`config.mk`:
```
export PLATFORM = sky130hd
export DESIGN_NAME = pipeline_hazard_unit
export DESIGN_NICKNAME = d
export VERILOG_FILES = /design/src/rtl/hazard_pkg.sv /design/src/rtl/pipeline_hazard_unit_forward_unit.sv /design/src/rtl/pipeline_hazard_unit.sv
export SDC_FILE = /design/constraint.sdc
export NUM_CORES = 1
export LEC_CHECK = 0
export CAP_MARGIN = 20
export CELL_PAD_IN_SITES_DETAIL_PLACEMENT = 0
export CELL_PAD_IN_SITES_GLOBAL_PLACEMENT = 1
export CORE_AREA = 2 2 110 112
export CTS_BUF_LIST = sky130_fd_sc_hd__clkbuf_8
export DETAILED_ROUTE_END_ITERATION = 6
export DIE_AREA = 0 0 112 114
export GPL_ROUTABILITY_DRIVEN = 0
export PLACE_DENSITY = 0.65
export SLEW_MARGIN = 20
export SYNTH_ARGS = -nofsm -noshare
export SYNTH_HDL_FRONTEND = slang
export SYNTH_SLANG_ARGS = --single-unit
```
`constraint.sdc`:
```
create_clock -name clock -period 5.8 [get_ports clock]
set_input_delay 1.16 -clock clock [delete_from_list [all_inputs] [get_ports clock]]
set_output_delay 1.16 -clock clock [all_outputs]
set_load 0.01 [all_outputs]
```
`src/rtl/hazard_pkg.sv`:
```
// Shared definitions for the pipeline hazard controller.
//   hazardState_t : controller state (RUN, IMISS, DMISS)
//   FWD_*         : EX operand source selects used by fwd_a/fwd_b
package hazard_pkg;

    typedef enum logic [1:0] {
        RUN   = 2'd0,
        IMISS = 2'd1,
        DMISS = 2'd2
    } hazardState_t;

    localparam logic [1:0] FWD_RF  = 2'b00;
    localparam logic [1:0] FWD_WB  = 2'b01;
    localparam logic [1:0] FWD_MEM = 2'b10;

endpackage

```
`src/rtl/pipeline_hazard_unit_forward_unit.sv`:
```
// EX operand forwarding select, purely combinational.
//   ex_rs, ex_rt                 : EX source registers
//   mem_reg_write, mem_write_reg : MEM stage destination
//   wb_reg_write, wb_write_reg   : WB stage destination
//   fwd_a, fwd_b                 : operand source select (FWD_RF/FWD_WB/FWD_MEM)
module forward_unit
    import hazard_pkg::*;
#(
    parameter int REG_ADDR_W = 5
) (
    input  logic [REG_ADDR_W-1:0] ex_rs,
    input  logic [REG_ADDR_W-1:0] ex_rt,
    input  logic                  mem_reg_write,
    input  logic [REG_ADDR_W-1:0] mem_write_reg,
    input  logic                  wb_reg_write,
    input  logic [REG_ADDR_W-1:0] wb_write_reg,
    output logic [1:0]            fwd_a,
    output logic [1:0]            fwd_b
);

    // Register 0 is hardwired to zero, so a write to it never forwards.
    logic memWrites;
    logic wbWrites;

    assign memWrites = mem_reg_write && (mem_write_reg != '0);
    assign wbWrites  = wb_reg_write  && (wb_write_reg  != '0);

    // MEM holds the younger result, so it takes precedence over WB.
    assign fwd_a = (memWrites && mem_write_reg == ex_rs) ? FWD_MEM :
                   (wbWrites  && wb_write_reg  == ex_rs) ? FWD_WB  : FWD_RF;
    assign fwd_b = (memWrites && mem_write_reg == ex_rt) ? FWD_MEM :
                   (wbWrites  && wb_write_reg  == ex_rt) ? FWD_WB  : FWD_RF;

endmodule

```
`src/rtl/pipeline_hazard_unit.sv`:
```
// Stall/flush/forwarding controller for the 5-stage pipeline.
//   clock, reset        : rising-edge clock, asynchronous active-high reset
//   imem_hit, dmem_hit  : fetch / data access completion
//   mem_access          : MEM stage holds a load or store
//   id_*, ex_*          : register usage of the ID and EX instructions
//   mem_*, wb_*         : destinations of the MEM and WB instructions
//   branch_taken        : resolved taken branch in MEM
//   *_en, *_flush       : pipeline register enables and bubble inserts
//   fwd_a, fwd_b        : EX operand source selects
//   imem_abort          : one-cycle cancel of the outstanding fetch
//   miss_error          : sticky, a miss exceeded MISS_TIMEOUT cycles
//   stall_cycles        : saturating count of cycles with pc_en low
module pipeline_hazard_unit
    import hazard_pkg::*;
#(
    parameter int REG_ADDR_W   = 5,
    parameter int MISS_TIMEOUT = 64,
    parameter int CNT_W        = 32
) (
    input  logic                  clock,
    input  logic                  reset,
    input  logic                  imem_hit,
    input  logic                  dmem_hit,
    input  logic                  mem_access,
    input  logic [REG_ADDR_W-1:0] id_rs,
    input  logic [REG_ADDR_W-1:0] id_rt,
    input  logic                  id_uses_rs,
    input  logic                  id_uses_rt,
    input  logic [REG_ADDR_W-1:0] ex_rs,
    input  logic [REG_ADDR_W-1:0] ex_rt,
    input  logic                  ex_mem_read,
    input  logic [REG_ADDR_W-1:0] ex_write_reg,
    input  logic                  mem_reg_write,
    input  logic [REG_ADDR_W-1:0] mem_write_reg,
    input  logic                  wb_reg_write,
    input  logic [REG_ADDR_W-1:0] wb_write_reg,
    input  logic                  branch_taken,
    output logic                  pc_en,
    output logic                  ifid_en,
    output logic                  idex_en,
    output logic                  exmem_en,
    output logic                  memwb_en,
    output logic                  ifid_flush,
    output logic                  idex_flush,
    output logic                  exmem_flush,
    output logic [1:0]            fwd_a,
    output logic [1:0]            fwd_b,
    output logic                  imem_abort,
    output logic                  miss_error,
    output logic [CNT_W-1:0]      stall_cycles
);

    localparam logic [15:0] TIMEOUT = 16'(MISS_TIMEOUT);

    hazardState_t state;
    hazardState_t nextState;
    logic [15:0]  waitCount;
    logic         dataMiss;
    logic         loadUse;
    logic [1:0]   fwdARaw;
    logic [1:0]   fwdBRaw;

    forward_unit #(
        .REG_ADDR_W(REG_ADDR_W)
    ) forwardUnit (
        .ex_rs        (ex_rs),
        .ex_rt        (ex_rt),
        .mem_reg_write(mem_reg_write),
        .mem_write_reg(mem_write_reg),
        .wb_reg_write (wb_reg_write),
        .wb_write_reg (wb_write_reg),
        .fwd_a        (fwdARaw),
        .fwd_b        (fwdBRaw)
    );

    assign fwd_a = reset ? FWD_RF : fwdARaw;
    assign fwd_b = reset ? FWD_RF : fwdBRaw;

    assign dataMiss = mem_access && !dmem_hit;
    assign loadUse  = ex_mem_read && (ex_write_reg != '0) &&
                      ((id_uses_rs && id_rs == ex_write_reg) ||
                       (id_uses_rt && id_rt == ex_write_reg));

    always_comb begin
        pc_en       = 1'b1;
        ifid_en     = 1'b1;
        idex_en     = 1'b1;
        exmem_en    = 1'b1;
        memwb_en    = 1'b1;
        ifid_flush  = 1'b0;
        idex_flush  = 1'b0;
        exmem_flush = 1'b0;
        imem_abort  = 1'b0;
        nextState   = RUN;
        if (dataMiss) begin
            // Freeze everything; a taken branch stays parked in MEM until the hit.
            pc_en     = 1'b0;
            ifid_en   = 1'b0;
            idex_en   = 1'b0;
            exmem_en  = 1'b0;
            memwb_en  = 1'b0;
            nextState = DMISS;
        end else if (branch_taken) begin
            ifid_flush  = 1'b1;
            idex_flush  = 1'b1;
            exmem_flush = 1'b1;
            imem_abort  = (state == IMISS);
            nextState   = RUN;
        end else if (loadUse || !imem_hit) begin
            // Hold the front end and drain a bubble into EX. A load-use stall
            // overlapping a pending fetch still leaves that fetch outstanding.
            pc_en      = 1'b0;
            ifid_en    = 1'b0;
            idex_flush = 1'b1;
            nextState  = imem_hit ? RUN : IMISS;
        end
        if (reset) begin
            pc_en       = 1'b1;
            ifid_en     = 1'b1;
            idex_en     = 1'b1;
            exmem_en    = 1'b1;
            memwb_en    = 1'b1;
            ifid_flush  = 1'b0;
            idex_flush  = 1'b0;
            exmem_flush = 1'b0;
            imem_abort  = 1'b0;
            nextState   = RUN;
        end
    end

    always_ff @(posedge clock or posedge reset) begin
        if (reset) begin
            state        <= RUN;
            waitCount    <= '0;
            miss_error   <= 1'b0;
            stall_cycles <= '0;
        end else begin
            state <= nextState;
            // The counter restarts on every entry into a miss state and only
            // advances while the same miss persists; it parks at TIMEOUT.
            if (nextState != RUN && nextState != state) begin
                waitCount <= '0;
            end else if (nextState != RUN && waitCount != TIMEOUT) begin
                waitCount <= waitCount + 16'd1;
                if (waitCount + 16'd1 == TIMEOUT) begin
                    miss_error <= 1'b1;
                end
            end
            if (!pc_en && stall_cycles != '1) begin
                stall_cycles <= stall_cycles + 1'b1;
            end
        end
    end

endmodule

```
# Word-level counts from Yosys, hierarchy flattened
# Index checks and enable logic that the tools add are counted.
# Widths: inputs -> output; s select.
[classes] n_reduce_logical=25 n_eq_ne=11 muxes=29 add_sub_neg=2 bitwise_logic=1
[op_table] op="$add 32x1->32 const B" count=1
[op_table] op="$mux 16" count=2
[op_table] op="$ne 32x32->1 const B" count=1
[op_table] op="$eq 5x5->1" count=6
[op_table] op="$mux 1" count=21
[op_table] op="$add 16x1->16 const B" count=1
[op_table] op="$eq 16x7->1 const B" count=1
[op_table] op="$ne 16x7->1 const B" count=1
[op_table] op="$reduce_bool 5->1" count=3
[op_table] op="$logic_and 1x1->1" count=14
[op_table] op="$mux 2" count=6
[op_table] op="$reduce_bool 2->1" count=2
[op_table] op="$logic_not 1->1" count=3
[op_table] op="$reduce_and 3->1" count=1
[op_table] op="$eq 2x1->1 const B" count=1
[op_table] op="$logic_or 1x1->1" count=2
[op_table] op="$ne 2x2->1" count=1
[op_table] op="$not 1->1" count=1
[word_totals] reg_bits=51 wordCells=72 input_bits=46 output_inout_bits=46

# Longest topological paths before layout
# Gate-level depths: netlist of run 1.
[depth] word_depth=13 mapped_depth=9 ltp_nobuf=8

# Cells and area by module
# A second synthesis of run 1 with hierarchy kept.
[hier_totals] cells_unflattened=351 area_unflattened_um2=3427.0
[by_module_without_submodules] mod="pipeline_hazard_unit" seq_area_each_um2=1276.2 n_inst=1 area_each_um2=3156.8 cells_per_inst=317
[by_module_without_submodules] mod="forward_unit" seq_area_each_um2=0.0 n_inst=1 area_each_um2=270.3 cells_per_inst=34

# Worst setup path after synthesis of run 1
# No wires, ideal clock.
[synth_path] path_kind="input port to output port" startpoint="input port reset" endpoint="output port fwd_a[0]" t_required_ps=4640 path_stages=5 path_slack_ps=1061 n_path_buf=1 arrival_time_ps=3579 cell_sequence="buf_2 inv_1 o211ai_1 or4_1 nor4_1"
[synth_between] elab_chain_cells=1
[synth_lines] item="from (decl)" line_no="pipeline_hazard_unit.sv:21" source="input logic reset,"
[synth_lines] item="$mux 2" line_no="pipeline_hazard_unit.sv:76" source="assign fwd_a = reset ? FWD_RF : fwdARaw;"
[synth_lines] item="to (decl)" line_no="pipeline_hazard_unit.sv:46" source="output logic [1:0] fwd_a,"
# No other way between the ends.

# Worst setup path after layout of run 1
[layout_path] startpoint="input port mem_write_reg[0]" endpoint="output port fwd_b[0]"
[layout_between] elab_chain_cells=5 elab_cells_between_ends=6 classes_between="1 x eq/ne; 2 x mux; 3 x reduce/logical"
[layout_lines] item="from (decl)" line_no="pipeline_hazard_unit.sv:34" source="input logic [REG_ADDR_W-1:0] mem_write_reg,"
[layout_lines] item="$reduce_bool 5->1" line_no="pipeline_hazard_unit_forward_unit.sv:25" source="assign memWrites = mem_reg_write && (mem_write_reg != '0);"
[layout_lines] item="$logic_and 1x1->1" line_no="pipeline_hazard_unit_forward_unit.sv:25"
[layout_lines] item="$logic_and 1x1->1 (*)" line_no="pipeline_hazard_unit_forward_unit.sv:31" source="assign fwd_b = (memWrites && mem_write_reg == ex_rt) ? FWD_MEM :"
[layout_lines] item="$mux 2 (*)" line_no="pipeline_hazard_unit_forward_unit.sv:31"
[layout_lines] item="$mux 2 (*)" line_no="pipeline_hazard_unit.sv:77" source="assign fwd_b = reset ? FWD_RF : fwdBRaw;"
[layout_lines] item="to (decl)" line_no="pipeline_hazard_unit.sv:47" source="output logic [1:0] fwd_b,"
# Mark *: on every way between the ends. The rest lies on a longest branch, timed or not.

==> results of run 1 <==
==> layer usage <==
layer | GRT usage, % | share of wire, %
met1 | 17.93 | 47
met5 | 0 | 0
met2 | 21.86 | 48
met3 | 2.338 | 3.7
met4 | 2.927 | 0.91
==> kinds of logic (layout without fill, tap and decap cells) <==
logic type,Yosys count,in the layout
flops,51,51
simple gates,173,173
compound gates,18,18
xor+xnor,81,81
fa+ha+maj,3,3
mux,2,2
buf+inv,26,114
==> metrics by stage <==
step | hold WS, ps | worst slack, ps
finish | 479.0 | 1083
global route | 513.0 | 932.7
CTS | 489.5 | 1087
detailed placement | 467.7 | 1088
global placement | 474.1 | 1098
floorplan | 511.7 | 1061
==> flip-flops by register name, indices dropped and copies added, names as in the netlist <==
| register | count |
|---|---|
| stall_cycles | 32 |
| state | 2 |
| waitCount | 16 |
| miss_error | 1 |
==> power by group <==
group,switching [mW],internal [mW]
Sequential,0.0357,0.380
Clock,0.124,0.126
Combinational,0.0871,0.109
==> worst max-delay path: stages <==
cell and delay, ps:
sky130_fd_sc_hd__clkdlybuf4s50_1 470, sky130_fd_sc_hd__or4_1 540, sky130_fd_sc_hd__o21ai_0 340, sky130_fd_sc_hd__nor3_1 110, sky130_fd_sc_hd__nor4_1 340, sky130_fd_sc_hd__clkdlybuf4s50_1 600
==> placed cells by master, fill, tap and decap left out, types with 2 or more instances in the layout <==
master,instances
sky130_fd_sc_hd__inv_1,12
sky130_fd_sc_hd__nor2_1,34
sky130_fd_sc_hd__clkbuf_8,5
sky130_fd_sc_hd__and3_1,4
sky130_fd_sc_hd__nor3_1,18
sky130_fd_sc_hd__dfrtp_1,51
sky130_fd_sc_hd__nand4_2,2
sky130_fd_sc_hd__ha_1,3
sky130_fd_sc_hd__nor4_1,14
sky130_fd_sc_hd__clkdlybuf4s50_1,91
sky130_fd_sc_hd__nand2_1,35
sky130_fd_sc_hd__and4_1,4
sky130_fd_sc_hd__nand4_1,10
sky130_fd_sc_hd__nor3_2,2
sky130_fd_sc_hd__o21ai_0,2
sky130_fd_sc_hd__buf_4,3
sky130_fd_sc_hd__nor4_2,2
sky130_fd_sc_hd__nand3_1,22
sky130_fd_sc_hd__or4_1,4
sky130_fd_sc_hd__or3_1,3
sky130_fd_sc_hd__xor2_1,46
sky130_fd_sc_hd__xnor2_1,35
sky130_fd_sc_hd__and2_1,4
sky130_fd_sc_hd__mux2_2,2
sky130_fd_sc_hd__a21oi_1,4
sky130_fd_sc_hd__a311oi_1,2
sky130_fd_sc_hd__nor3b_1,2
==> cell type report <==
| class | instances | share of cell area (%) |
|---|---|---|
| Clock buffer | 5 | 1.561 |
| Clock inverter | 2 | 0.8515 |
| Inverter | 13 | 1.107 |
| Multi-Input combinational cell | 277 | 42.18 |
| Sequential cell | 51 | 28.95 |
| Tap cell | 147 | 4.173 |
| Timing Repair Buffer | 94 | 21.18 |
==> worst max path at each step <==
stage                to  slack [ps]  cells past startpoint
2_1_floorplan  fwd_a[0]        1060                      5
3_3_place_gp   fwd_b[0]        1100                      6
3_5_place_dp   fwd_b[0]        1090                      6
4_1_cts        fwd_b[0]        1090                      6
5_1_grt        fwd_b[0]         930                      6
6_report       fwd_b[0]        1080                      6
==> impl_summary.log, run 1 <==
[metrics] run status: finished clean
[metrics] biggest area contributors in the synthesized netlist: sky130_fd_sc_hd__dfrtp_1 (39%), sky130_fd_sc_hd__xor2_1 (12%), sky130_fd_sc_hd__xnor2_1 (9.4%)
[metrics] startpoint of the lowest-slack register-to-register path: waitCount[0]
[metrics] y dimension of the die: 114 µm
[metrics] number of setup violations in the final report: 0
[metrics] flip-flop and latch area: 1276 µm²
[metrics] synthesized cell area: 3269 µm²
[metrics] actual transition at the worst max-transition pin: 711.3 ps
[metrics] Starting Density: 27.92%
[metrics] list of most frequent post-synthesis cells: sky130_fd_sc_hd__dfrtp_1 (51), sky130_fd_sc_hd__xor2_1 (46), sky130_fd_sc_hd__nand2_1 (35), sky130_fd_sc_hd__xnor2_1 (35), sky130_fd_sc_hd__nor2_1 (34)
[metrics] half-perimeter wire length after placement: 6.106 mm
[metrics] hold path startpoint: miss_error
[metrics] kind of start point of the critical path: input pin
[metrics] dominant cell by count in the synthesized netlist: sky130_fd_sc_hd__dfrtp_1
[metrics] Horiz. Die Dim: 112 µm
[metrics] number of I/O port buffers: between 90 and 100
[metrics] Tot GR Track Use: 13.11%
[metrics] number of global-route vias before repair: 2736
[metrics] Hold Violations, Final: 0
[metrics] register area share after synthesis: 39.04%
[metrics] leakage: 1.847 nW
[metrics] ports placed on the boundary: 92
[metrics] area taken by multi-input logic gates: 1859 µm²
[metrics] post-synthesis average cell area: 9.236 µm²
[metrics] Post-Route Setup TNS: 0 ps
[metrics] Synth top area share: 39.04%
[metrics] Total Die Area: 12770 µm²
[metrics] startpoint-to-endpoint class of the critical path: input pin to output pin
[metrics] prevailing post-synth register cell: sky130_fd_sc_hd__dfrtp_1
[metrics] clock slew at the register clock pins of the worst setup and hold paths: around 90 ps
[metrics] count of max-cap constraint violations: 0
[metrics] total power: 0.8624 mW
[metrics] global-route wire length before repair: approximately 14 mm
[metrics] summed area of non-filler cells in the final layout: 4408 µm²
[metrics] pin count of the biggest net entering global routing: 53
[metrics] Max-slew headroom: roughly 52%
[metrics] distinct cell type count after synthesis: between 50 and 60
[metrics] final number of max-transition violations: 0
[metrics] clock tree from TritonCTS: built
[metrics] clk sinks: 51
[metrics] Floorplan Core Area: 11710 µm²
[metrics] filler cell count: 1234
[metrics] mux cell area share after synthesis: 0.6889%
[metrics] count of antenna diodes in the layout: 0
[metrics] crit path max fanout: 4
[metrics] worst reg2reg endpoint: miss_error
[metrics] drt total wl: 8.088 mm
[metrics] number of vias per cell: 4.705
[metrics] Area growth, synth to finish: 34.83%
[metrics] Num CTS Buffers: 5
[metrics] count of flip-flops with a built-in enable after synthesis: 0
[metrics] HP Class: register to register
[metrics] ratio of cells with drive above 1 in the final layout: 7.014%
[metrics] Synth Warn #: 0
[metrics] Final Skew: 8.959 ps
[metrics] first drt pass iteration count: 4
[metrics] post-synthesis adder-cell area fraction: 1.148%
[metrics] final critical-path required period: around 4700 ps
[metrics] post-layout utilization of the core: roughly 38%
[metrics] total number of H-tree levels: 2
[metrics] Site Rows: 40
[metrics] required time at the endpoint of the critical path: 4640 ps
[metrics] Post-synth ARST share: between 90% and 100%
[metrics] final worst-path cycle share: 81.33%
[metrics] # DRC: 0
[metrics] vias post-DR: roughly 2.8k
[metrics] register bit total from synthesis: 51
[metrics] post-cts repair resize count: 0
[metrics] post-CTS setup buffer count: 0
[metrics] syn_nets: 403
[metrics] setup repair after global routing missed its margin: no
[metrics] most area-hungry cell type in the Yosys netlist: sky130_fd_sc_hd__dfrtp_1
[metrics] worst setup path startpoint: mem_write_reg[0]
[metrics] number of cells produced by synthesis: 354
[metrics] Post-CTS Hold Fix Bufs: 0
[metrics] ratio of total power to cell area: 195.7 nW/µm²
[metrics] library cell used as clock root buffer: sky130_fd_sc_hd__clkbuf_8
[metrics] filler-free cell count of the finished design: 589
[metrics] cell area reported after detailed placement: 4302 µm²
[metrics] Max IR drop VDD: about 0.00011 V
[metrics] xor/xnor cell area share of the yosys netlist: 21.70%
[metrics] 1st-iter DRT viols: between 90 and 100
[metrics] number of stages on the worst hold path: 1
[metrics] main combinational cell family by area after synthesis: simple AND/OR/NAND/NOR gates
[metrics] final net count: 491
[metrics] r2r worst-path depth: 9
[metrics] Cells after DPL: 582
[metrics] R2R Setup Slk: 3570 ps
[metrics] arrival time worst endpoint: 3560 ps
[metrics] synthesized-area fraction occupied by and/or/nand/nor cells: 29.09%
[metrics] Synth Area in Compound Gates: 4.248%
[metrics] mean routed wirelength per cell: 13.73 µm
[metrics] residual overflow from global routing: 0
[metrics] endpoint with the worst hold slack: miss_error
[metrics] remaining number of nets flagged by the antenna check after routing: 0
[metrics] number of antenna violations at the first check in global routing: 0
[metrics] Clk Latency, worst-skew pair: around 310 ps
[metrics] endpoint type of the worst setup path: output pin
[metrics] number of buffers on the longest clock path: 2
[metrics] Achievable Freq: 212.0 MHz
Note: power is estimated with default switching activity, not from simulation.
==> inputs of run 2 (changes only) <==
--- a/config.mk
+++ b/config.mk
@@ -13,7 +13,7 @@
 export DETAILED_ROUTE_END_ITERATION = 6
 export DIE_AREA = 0 0 112 114
 export GPL_ROUTABILITY_DRIVEN = 0
-export PLACE_DENSITY = 0.65
+export PLACE_DENSITY = 0.67
 export SLEW_MARGIN = 20
 export SYNTH_ARGS = -nofsm -noshare
 export SYNTH_HDL_FRONTEND = slang
==> constraint.sdc (replaced) <==
create_clock -name clock -period 4.3 [get_ports clock]
set_input_delay 0.86 -clock clock [delete_from_list [all_inputs] [get_ports clock]]
set_output_delay 0.86 -clock clock [all_outputs]
set_load 0.01 [all_outputs]
==> impl_summary.log, run 2 (synthesis results as in run 1) <==
[metrics] library cell used as clock root buffer: sky130_fd_sc_hd__clkbuf_8
[metrics] final critical-path required period: between 4000 and 5000 ps
[metrics] number of antenna violations at the first check in global routing: 0 (unchanged)
[metrics] Achievable Freq: 244.9 MHz
[metrics] number of setup violations in the final report: 0 (unchanged)
[metrics] number of stages on the worst hold path: 1 (unchanged)
[metrics] clk sinks: 51 (unchanged)
[metrics] required time at the endpoint of the critical path: 3440 ps (-1200 ps)
[metrics] leakage: 1.863 nW (+0.83%)
[metrics] residual overflow from global routing: 0 (unchanged)
[metrics] run status: finished clean
[metrics] top library cells by usage in the layout, fill and taps aside: sky130_fd_sc_hd__clkdlybuf4s50_1 (91), sky130_fd_sc_hd__dfrtp_1 (51), sky130_fd_sc_hd__xor2_1 (46), sky130_fd_sc_hd__xnor2_1 (35), sky130_fd_sc_hd__nand2_1 (35)
[metrics] Area growth, synth to finish: 35.09%
[metrics] Largest regs: stall_cycles (32), waitCount (16), state (2)
[metrics] clock slew at the register clock pins of the worst setup and hold paths: 100 ps (about the same)
[metrics] clock tree from TritonCTS: built
[metrics] first drt pass iteration count: 4 (unchanged)
[metrics] number of vias per cell: 4.767 (+1.3%)
[metrics] Post-CTS Hold Fix Bufs: 0 (unchanged)
[metrics] total number of H-tree levels: 2 (unchanged)
[metrics] drt total wl: 8.172 mm (+1.0%)
[metrics] r2r worst-path depth: 5 (-4)
[metrics] Max IR drop VDD: 0.0001272 V (+16%)
[metrics] Net Sw Frac: 28.84% (+0.20 points)
[metrics] y dimension of the die: 114 µm (unchanged)
[metrics] number of buffers on the longest clock path: 2 (unchanged)
[metrics] # DRC: 0 (unchanged)
[metrics] final net count: 493 (+0.41%)
[metrics] setup repair after global routing missed its margin: no
[metrics] final number of max-transition violations: 0 (unchanged)
[metrics] clock network power share: 26.8% (-2.3 points)
[metrics] Top reg by flops: stall_cycles
[metrics] commonest non-fill, non-tap cell in the layout: sky130_fd_sc_hd__clkdlybuf4s50_1
[metrics] hold path startpoint: miss_error
[metrics] number of I/O port buffers: 91 (unchanged)
[metrics] Clk Latency, worst-skew pair: 300 ps (about the same)
[metrics] Num CTS Buffers: 5 (unchanged)
[metrics] ratio of total power to cell area: 256.3 nW/µm² (+31%)
[metrics] worst setup path startpoint: mem_write_reg[0]
[metrics] global-route wire length before repair: 13.70 mm (-0.85%)
[metrics] 1st-iter DRT viols: 97 (unchanged)
[metrics] remaining number of nets flagged by the antenna check after routing: 0 (unchanged)
[metrics] post-layout utilization of the core: 37.71% (+0.075 points)
[metrics] Hold Violations, Final: 0 (unchanged)
[metrics] arrival time worst endpoint: 3220 ps (-340 ps)
[metrics] total power: 1.132 mW (+31%)
[metrics] final worst-path cycle share: between 90% and 100%
[metrics] Horiz. Die Dim: 112 µm (unchanged)
[metrics] crit path max fanout: 4 (unchanged)
[metrics] ratio of cells with drive above 1 in the final layout: 7.416% (+0.40 points)
[metrics] vias post-DR: 2822 (+1.8%)
[metrics] Starting Density: 27.92% (unchanged)
[metrics] setup ws final: 216.8 ps (-866.1 ps)
[metrics] HP Class: register to register
[metrics] combinational share of power: 23.6% (+0.8 points)
[metrics] Post-Route Setup TNS: 0 ps (unchanged)
[metrics] startpoint-to-endpoint class of the critical path: input pin to output pin
[metrics] post-CTS setup buffer count: 0 (unchanged)
[metrics] count of max-cap constraint violations: 0 (unchanged)
[metrics] Pint: 0.8055 mW (+31%)
[metrics] actual transition at the worst max-transition pin: 841.3 ps (+130.0 ps)
[metrics] number of flip-flops in the largest register: 32 (unchanged)
[metrics] Total Die Area: 12770 µm² (unchanged)
[metrics] mean routed wirelength per cell: 13.80 µm (+0.53%)
[metrics] Site Rows: 40 (unchanged)
[metrics] filler cell count: 1211 (-1.9%)
[metrics] pin count of the biggest net entering global routing: 53 (unchanged)
[metrics] kind of start point of the critical path: input pin
[metrics] Max-slew headroom: 43.91% (-8.4 points)
[metrics] number of global-route vias before repair: 2798 (+2.3%)
[metrics] net switching power of the design: 0.3264 mW (+32%)
[metrics] Setup WS pre-CTS: 212.8 ps (-875.3 ps)
[metrics] startpoint of the lowest-slack register-to-register path: stall_cycles[20]
[metrics] ports placed on the boundary: 92 (unchanged)
[metrics] half-perimeter wire length after placement: 6.262 mm (+2.6%)
[metrics] post-cts repair resize count: 0 (unchanged)
[metrics] Tot GR Track Use: 12.96% (-0.16 points)
[metrics] Final Skew: 9.174 ps (+0.2149 ps)
[metrics] sequential group share of total power: 49.6% (+1.4 points)
[metrics] endpoint type of the worst setup path: output pin
[metrics] count of antenna diodes in the layout: 0 (unchanged)
[metrics] Floorplan Core Area: 11710 µm² (unchanged)
## run 2: cell types whose count changed in the layout (fill, tap and decap cells not counted), sizes merged
cell and change:
buf +2, bufinv -1, clkbuf +2, clkinvlp -1
inv +1
## run 2: worst paths after layout
| path | to | slack (ps) |
|---|---|---|
| max | fwd_a[0] | 220 |
| min | miss_error | 490 |
| max reg2reg | stall_cycles[1] | 2070 |
| min reg2reg | miss_error | 490 |
| max in group asynchronous | waitCount[3] | 2700 |
| min in group asynchronous | waitCount[11] | 1160 |
## run 2: critical path, cell delays in order
cell                              delay [ps]
sky130_fd_sc_hd__clkdlybuf4s50_1         460
sky130_fd_sc_hd__or4_1                   520
sky130_fd_sc_hd__o21ai_0                 350
sky130_fd_sc_hd__nor3_1                  120
sky130_fd_sc_hd__nor4_1                  320
sky130_fd_sc_hd__clkdlybuf4s50_1         590
## run 2: cell type report
class                           count  area (µm²)  area share, %
Clock buffer                        7       96.34          2.181
Clock inverter                      1       3.754        0.08499
Inverter                           13       48.80          1.105
Multi-Input combinational cell    277        1859          42.10
Sequential cell                    51        1276          28.90
Tap cell                          147       183.9          4.164
Timing Repair Buffer               96       948.4          21.47
## run 2: layer usage
metal  vias to the layer above  part of all wire [%]  track usage, %
met5                         -                     0               0
met4                         0                   2.0           3.496
met3                        14                   3.4           2.285
met2                        57                    47           21.86
met1                      1340                    47           17.28
li1                       1411                     -               -
## run 2: power groups by stage
stage,registers (mW),clock network [mW],logic (mW)
after floorplan,0.573,0,0.124
after global placement,0.569,0,0.268
after detailed placement,0.571,0,0.270
after CTS,0.562,0.320,0.272
after global routing,0.569,0.339,0.296
final,0.562,0.304,0.267
## run 2: stage by stage
step / instance area [µm²] / instances / hold WS (ps)
6_report: 4417 / 592 / 491.6
5_1_grt: 4417 / 592 / 510.8
4_1_cts: 4417 / 592 / 499.0
3_5_place_dp: 4317 / 584 / 481.9
3_3_place_gp: 4317 / 584 / 478.0
2_1_floorplan: 3269 / 354 / 511.7
